## config.mk

```make
export PLATFORM = sky130hd
export DESIGN_NAME = program_loader
export DESIGN_NICKNAME = d
export VERILOG_FILES = /design/src/rtl/program_loader.sv
export SDC_FILE = /design/constraint.sdc
export NUM_CORES = 1
export LEC_CHECK = 0
export CAP_MARGIN = 40
export CORE_MARGIN = 5
export CORE_UTILIZATION = 45
export CTS_CLUSTER_DIAMETER = 100
export CTS_CLUSTER_SIZE = 24
export DETAILED_ROUTE_END_ITERATION = 16
export PLACE_DENSITY = 0.74
export SETUP_SLACK_MARGIN = 0.3
export SLEW_MARGIN = 10
export SYNTH_ARGS = -nofsm -noshare
export SYNTH_HDL_FRONTEND = slang
export SYNTH_SLANG_ARGS = --single-unit
export TNS_END_PERCENT = 50
```

## constraint.sdc

```tcl
create_clock -name clk -period 2 [get_ports clk]
set_input_delay 0.2 -clock clk [delete_from_list [all_inputs] [get_ports clk]]
set_output_delay 0.2 -clock clk [all_outputs]
set_load 0.01 [all_outputs]
```

## src/rtl/program_loader.sv

```systemverilog
// Instruction loader: packs op/rd/rs/imm fields into the 8-bit CPU encoding and
// writes them to sequential instruction-memory slots until HLT or an error.
module program_loader #(
   parameter int ADDR_W = 4,
   parameter int DEPTH  = 2**ADDR_W
) (
   input  logic              clk,
   input  logic              rst_n,
   input  logic              start,
   input  logic              in_valid,
   output logic              in_ready,
   input  logic [2:0]        in_op,
   input  logic [1:0]        in_rd,
   input  logic [1:0]        in_rs,
   input  logic [3:0]        in_imm,
   output logic              mem_wr_en,
   output logic [ADDR_W-1:0] mem_addr,
   output logic [7:0]        mem_wdata,
   input  logic              mem_wr_ack,
   output logic              busy,
   output logic              done,
   output logic              error,
   output logic [1:0]        err_code,
   output logic [ADDR_W:0]   instr_count
);

   typedef enum logic [2:0] {IDLE, RUN, WRITE, DONE, ERROR} state_t;

   localparam logic [ADDR_W:0] DEPTH_C = (ADDR_W+1)'(DEPTH);

   state_t              state, state_n;
   logic                wr_en_n, is_hlt, is_hlt_n, done_n, error_n;
   logic [ADDR_W-1:0]   addr_n;
   logic [7:0]          wdata_n, enc;
   logic [1:0]          code_n, chk_code;
   logic [ADDR_W:0]     count_n, count_inc;

   assign in_ready  = (state == RUN);
   assign busy      = (state == RUN) || (state == WRITE);
   assign count_inc = instr_count + 1'b1;

   // MOV's destination shares bits with imm[3:2], so a mismatch is malformed.
   always_comb begin
      enc      = '0;
      chk_code = 2'b00;
      case (in_op)
         3'b000: begin
            enc = {4'b0000, in_imm};
            if (in_rd != in_imm[3:2]) chk_code = 2'b10;
         end
         3'b001, 3'b010: enc = {in_op, 1'b0, in_rd, in_rs};
         3'b111:         enc = 8'hE0;
         default:        chk_code = 2'b01;
      endcase
   end

   always_comb begin
      state_n  = state;
      wr_en_n  = mem_wr_en;
      addr_n   = mem_addr;
      wdata_n  = mem_wdata;
      is_hlt_n = is_hlt;
      done_n   = done;
      error_n  = error;
      code_n   = err_code;
      count_n  = instr_count;
      case (state)
         IDLE, DONE, ERROR: begin
            if (start) begin
               state_n = RUN;
               addr_n  = '0;
               count_n = '0;
               done_n  = 1'b0;
               error_n = 1'b0;
               code_n  = 2'b00;
            end
         end
         RUN: begin
            if (in_valid) begin
               if (chk_code == 2'b00) begin
                  wdata_n  = enc;
                  addr_n   = instr_count[ADDR_W-1:0];
                  wr_en_n  = 1'b1;
                  is_hlt_n = (in_op == 3'b111);
                  state_n  = WRITE;
               end else begin
                  code_n  = chk_code;
                  error_n = 1'b1;
                  state_n = ERROR;
               end
            end
         end
         WRITE: begin
            if (mem_wr_en && mem_wr_ack) begin
               wr_en_n = 1'b0;
               count_n = count_inc;
               if (is_hlt) begin
                  done_n  = 1'b1;
                  state_n = DONE;
               end else if (count_inc == DEPTH_C) begin
                  error_n = 1'b1;
                  code_n  = 2'b11;
                  state_n = ERROR;
               end else begin
                  state_n = RUN;
               end
            end
         end
         default: state_n = IDLE;
      endcase
   end

   always_ff @(posedge clk or negedge rst_n) begin
      if (!rst_n) begin
         state       <= IDLE;
         mem_wr_en   <= 1'b0;
         mem_addr    <= '0;
         mem_wdata   <= '0;
         is_hlt      <= 1'b0;
         done        <= 1'b0;
         error       <= 1'b0;
         err_code    <= 2'b00;
         instr_count <= '0;
      end else begin
         state       <= state_n;
         mem_wr_en   <= wr_en_n;
         mem_addr    <= addr_n;
         mem_wdata   <= wdata_n;
         is_hlt      <= is_hlt_n;
         done        <= done_n;
         error       <= error_n;
         err_code    <= code_n;
         instr_count <= count_n;
      end
   end

endmodule

```

After elaboration in Yosys (flattened, before gate mapping) --
Index checks and enable logic that the tools add are counted.
Word-level totals: bits in registers 26, bits of input ports 16, output and inout bits 24, logic and storage cells 84
Cells by class: reductions and logical operators 19, equal/unequal tests 17, add/sub/neg operators 1, mux-type cells 38
Operators with widths (count):
- 8-bit one-hot mux with 3 select lines | 1
- 3-bit 2-to-1 mux | 6
- 2-bit 2-to-1 mux | 7
- 4-bit 2-to-1 mux | 3
- 4-bit AND reduction | 3
- 1-bit 2-to-1 mux | 11
- 5-bit 2-to-1 mux | 2
- 2-bit inequality test, second input constant | 5
- 5-bit one-hot mux with 2 select lines | 1
- 3-bit by 2-bit == test with 1-bit output, second input constant | 3
- 3-bit one-hot mux with 3 select lines | 1
- 3-bit AND reduction | 3
- 4-bit one-hot mux with 2 select lines | 1
- 7-bit AND reduction | 1
- 3-bit by 1-bit == test with 1-bit output, second input constant | 2
- 3-bit == test, second input constant | 2
- 3-bit zero test | 2
- 2-bit by 1-bit inequality test with 1-bit output, second input constant | 3
- 2-bit one-hot mux with 3 select lines | 1
- 2-bit nonzero test | 3
- 3-bit OR reduction | 2
- 5-bit by 1-bit adder with 5-bit output, second input constant | 1
- 5-bit == test, second input constant | 1
- 1-bit one-hot mux with 2 select lines | 2
- other kinds (8) | 8

Depth between registers and ports, before layout --
word-level depth 7, depth in mapped cells 8

Worst setup path after synthesis --
No wires, ideal clock.
path kind flip-flop to flip-flop, start point register instr_count[0], end point register err_code[0], setup time 0.125 ns, cell stages (with the launch flop) 7, buffers on the path 0, clock period less this slack 1.892 ns, arrival time 1.767 ns, slack 0.108 ns, data required time 1.875 ns, path through dfrtp_1 ha_1 nor2_1 o2bb2ai_1 a41oi_2 nor4_4 mux2_2
On the way: longest elaborated chain between the ends 4
RTL lines:
- from (decl) | RTL line 24 | output logic [ADDR_W:0] instr_count
- from (signal assigned) | RTL line 133 | instr_count <= count_n;
- 5-bit by 1-bit adder with 5-bit output | RTL line 40 | assign count_inc = instr_count + 1'b1;
- 5-bit == test | RTL line 100 | end else if (count_inc == DEPTH_C) begin
- 2-bit by 1-bit inequality test with 1-bit output (no source line)
- 7-bit AND reduction (no source line)
- to (signal assigned) | RTL line 132 | err_code <= code_n;
- to (decl) | RTL line 23 | output logic [1:0] err_code,
No other way between the ends. A chain may end at the register's enable or synchronous reset.

Final worst setup path --
Ends and elaborated chain as after synthesis.

==> impl_summary.log <==
[metrics] clock transition at the registers of the reported paths: 0.16 ns
[metrics] TritonCTS clock tree: done
[metrics] category of the critical setup timing path: reg2reg
[metrics] result of the run: complete, no violations
[metrics] overall routed net length: 3.62 mm
[metrics] critical path launch point type: flop
[metrics] reported max-cap violation count: 0
[metrics] overall die width: 65.9 um
[metrics] Seq cells post-synth: 25
[metrics] setup total negative slack: 0 ns
[metrics] number of antenna violations at the first check in global routing: 0
[metrics] sequential fraction of design power: 0.316
[metrics] power density over the cells: around 1200 nW/um^2
[metrics] wire length on met2: 1.80 mm
[metrics] CTS buffer count: 3
[metrics] data required time at the worst endpoint: 2.23 ns
[metrics] Arrival @ worst endpoint: 2.06 ns
[metrics] final hold violation count: 0
[metrics] DR top layer: met4
[metrics] Setup Viol. Count Final: 0
[metrics] CP peak stage delay: about 0.47 ns
[metrics] core area: 3030 sq um
[metrics] num rows: 20
[metrics] critical path's top delay family: flip-flops
[metrics] Routed met1 length: 1.66 mm
[metrics] post-synth top area share: 0.444
[metrics] number of buffers added on ports: 38
[metrics] Worst path slowest cell: dfrtp_2
[metrics] count of filler cells inserted in the layout: 229
[metrics] register area share after synthesis: 0.444
[metrics] total power draw: 2.52 mW
[metrics] clock sinks: 25
[metrics] number of cells produced by synthesis: around 150
[metrics] via count of the first global-routing pass: 1377
[metrics] initial standard-cell utilization of the core: 0.465
[metrics] power dissipated by switching net loads: 0.992 mW
[metrics] number of H-tree levels: 1
[metrics] total number of vias: 1325
[metrics] I/O pin count: 40
[metrics] nets in the synthesized netlist: 167
[metrics] top_reg_cell synth: dfrtp_1
[metrics] number of max-slew violations in the final report: 0
[metrics] final worst clock skew: 0.0102 ns
[metrics] growth of design area from synthesis to finish: 51.7%
[metrics] Clock Latency Late Sink: 0.33 ns
[metrics] Static Leak: 0.942 nW
[metrics] largest fanout on the critical path: 4
[metrics] Detailed Place HPWL: around 2.6 mm
[metrics] crit share post-route: 0.917
[metrics] critical path capture point type: flop
[metrics] pin count of the biggest net entering global routing: 26
[metrics] die area: 4350 sq um
[metrics] DRT antenna net count: 0
[metrics] critical path, cell by cell: ha_4, nor2_4, o2bb2ai_2, a41oi_2, nor4_4, mux2_4
[metrics] design internal power: 1.53 mW
[metrics] combinational share of power: 0.584
[metrics] Via-to-Cell Ratio: 5.24
[metrics] Hold WC Path Type: in2async
[metrics] area of the mapped netlist: 1410 sq um
[metrics] number of warning messages in the yosys log: 0
[metrics] Clock Root Buffer: clkbuf_4
[metrics] number of synthesized flops with an enable pin: 0
[metrics] final critical-path required period: 1.83 ns
[metrics] Avg Inst Size Synth: between 9 and 10 sq um
[metrics] post-synth top area cell: dfrtp_1
[metrics] per-cell routed wire length: about 14 um
[metrics] Placer Congestion: 0.799
[metrics] biggest area contributors in the synthesized netlist: dfrtp_1 (44%), o21ai_0 (6.4%), nand2_1 (4.8%)
[metrics] worst hold slack across all endpoints: 0.204 ns
[metrics] Max clock buf depth: 2
[metrics] y dimension of the die: between 60 and 70 um
[metrics] peak supply drop: 926 uV
[metrics] Final Worst Setup Slack: 0.167 ns
[metrics] met3 WL: 127 um
[metrics] cts hold-fix bufs: 0
[metrics] number of diodes added for antenna fixing: 0
[metrics] remaining routing DRC violations: 0
[metrics] share of layout cells above drive strength 1: 0.278
[metrics] number of violations reported at the end of detailed-routing iteration 0: 47
[metrics] number of nets in the finished design: 228
[metrics] peak clock frequency supported by timing: 545 MHz
[metrics] worst path buffer plus inverter count: 0
[metrics] GRT Total Usage: 0.183
[metrics] total global routing overflow: 0
[metrics] number of different library cells in the post-synthesis netlist: 44
[metrics] switching share of total power: 0.393
[metrics] number of search-and-repair iterations in the first detailed-routing pass: 4
[metrics] setup repair after global routing missed its margin: yes
[metrics] FFs w/ async S/R, synth: 1.00
[metrics] post-placement worst setup slack: -0.0757 ns
[metrics] first-pass GRT wire length: 6.29 mm
[metrics] clock network fraction of design power: 0.101
[metrics] Finished Core Util: 0.705
-- sequential cells by signal, indices dropped and copies added, names as in the netlist, 2 cells and up --
signal and flops:
err_code 2, state 3, mem_addr 4, instr_count 5
mem_wdata 7
-- metrics by stage --
stage | instance area [sq um] | std cells
2_1_floorplan | 1430 | 149
3_3_place_gp | 1920 | 235
3_5_place_dp | 1920 | 235
4_1_cts | 2070 | 249
5_1_grt | 2140 | 253
6_report | 2140 | 253
-- metal layers --
metal,global-route usage,up-vias
met5,0,-
met3,0.0289,4
li1,-,646
met2,0.325,34
met4,0.0533,0
met1,0.228,641
-- cell usage in the layout, fill, tap and decap left out, types with 5 or more instances in the layout --
cell type / synthesis / final
inv_1: 9 / 9
buf_4: 3 / 22
dfrtp_2: 0 / 6
clkdlybuf4s50_1: 0 / 35
nand3_1: 7 / 7
nor2_1: 6 / 5
a21oi_1: 6 / 6
o21ai_0: 18 / 15
dfrtp_1: 25 / 19
nand2_1: 18 / 17
-- power by group through the flow --
stage / clock network (mW) / logic, mW / registers (mW)
2_1_floorplan: 0 / 0.679 / 0.819
3_3_place_gp: 0 / 1.22 / 0.814
3_5_place_dp: 0 / 1.24 / 0.825
4_1_cts: 0.256 / 1.39 / 0.794
5_1_grt: 0.282 / 1.59 / 0.825
6_report: 0.254 / 1.47 / 0.796
-- final cells by class --
type | count | area (sq um) | share of cell area
sequential | 25 | 633 | 0.296
clock buffer | 3 | 22.5 | 0.0105
tap | 44 | 55.1 | 0.0258
clock inverter | 1 | 8.76 | 0.00410
multi-input combinational | 107 | 786 | 0.368
inverter | 9 | 33.8 | 0.0158
timing repair buffer | 64 | 597 | 0.279
-- logic make-up (layout without fill, tap and decap cells) --
logic type | after synthesis | after routing | synth area share
and+or+nand+nor | 50 | 50 | 0.205
AOI/OAI and AO/OA | 44 | 45 | 0.207
DFF | 25 | 25 | 0.444
buffers and inverters | 18 | 77 | 0.0631
xor gates and xnor gates | 7 | 7 | 0.0436
adders and majority gates | 2 | 2 | 0.0178
muxes | 2 | 2 | 0.0160
other | 1 | 1 | 0.00266
-- cell usage after synthesis (all sizes together), types with 2 or more instances --
cell type	instances
o21a	2
a21o	4
nand2	18
a22oi	2
dfrtp	25
nor2	6
nand2b	2
or3	2
ha	2
nor3	2
nand3	7
clkbuf	3
o31ai	4
inv	9
buf	6
xor2	3
xnor2	4
a221oi	2
o21ai	19
a21oi	6
mux2	2
nor4	3
-- final timing paths --
kind	from	cells past startpoint	slack (ns)	endpoint
min in group clk	mem_wr_ack	4	0.48	mem_wr_en
max in group asynchronous	rst_n	2	1.52	state[1]
worst min register to register	mem_wdata[5]	2	0.51	mem_wdata[5]
worst max register to register	instr_count[0]	6	0.17	err_code[0]
worst max-delay path	instr_count[0]	6	0.17	err_code[0]
worst min-delay path	rst_n	2	0.20	mem_addr[1]
-- repair_timing --
action	4_1_cts	5_1_grt
pin swaps	5	2
endpoints found under the hold margin	0	0
cloned	1	0
setup buffers	9	4
setup endpoints to repair	12	18
resized for setup	14	15
No activity file was read; power rests on OpenSTA's default activity.
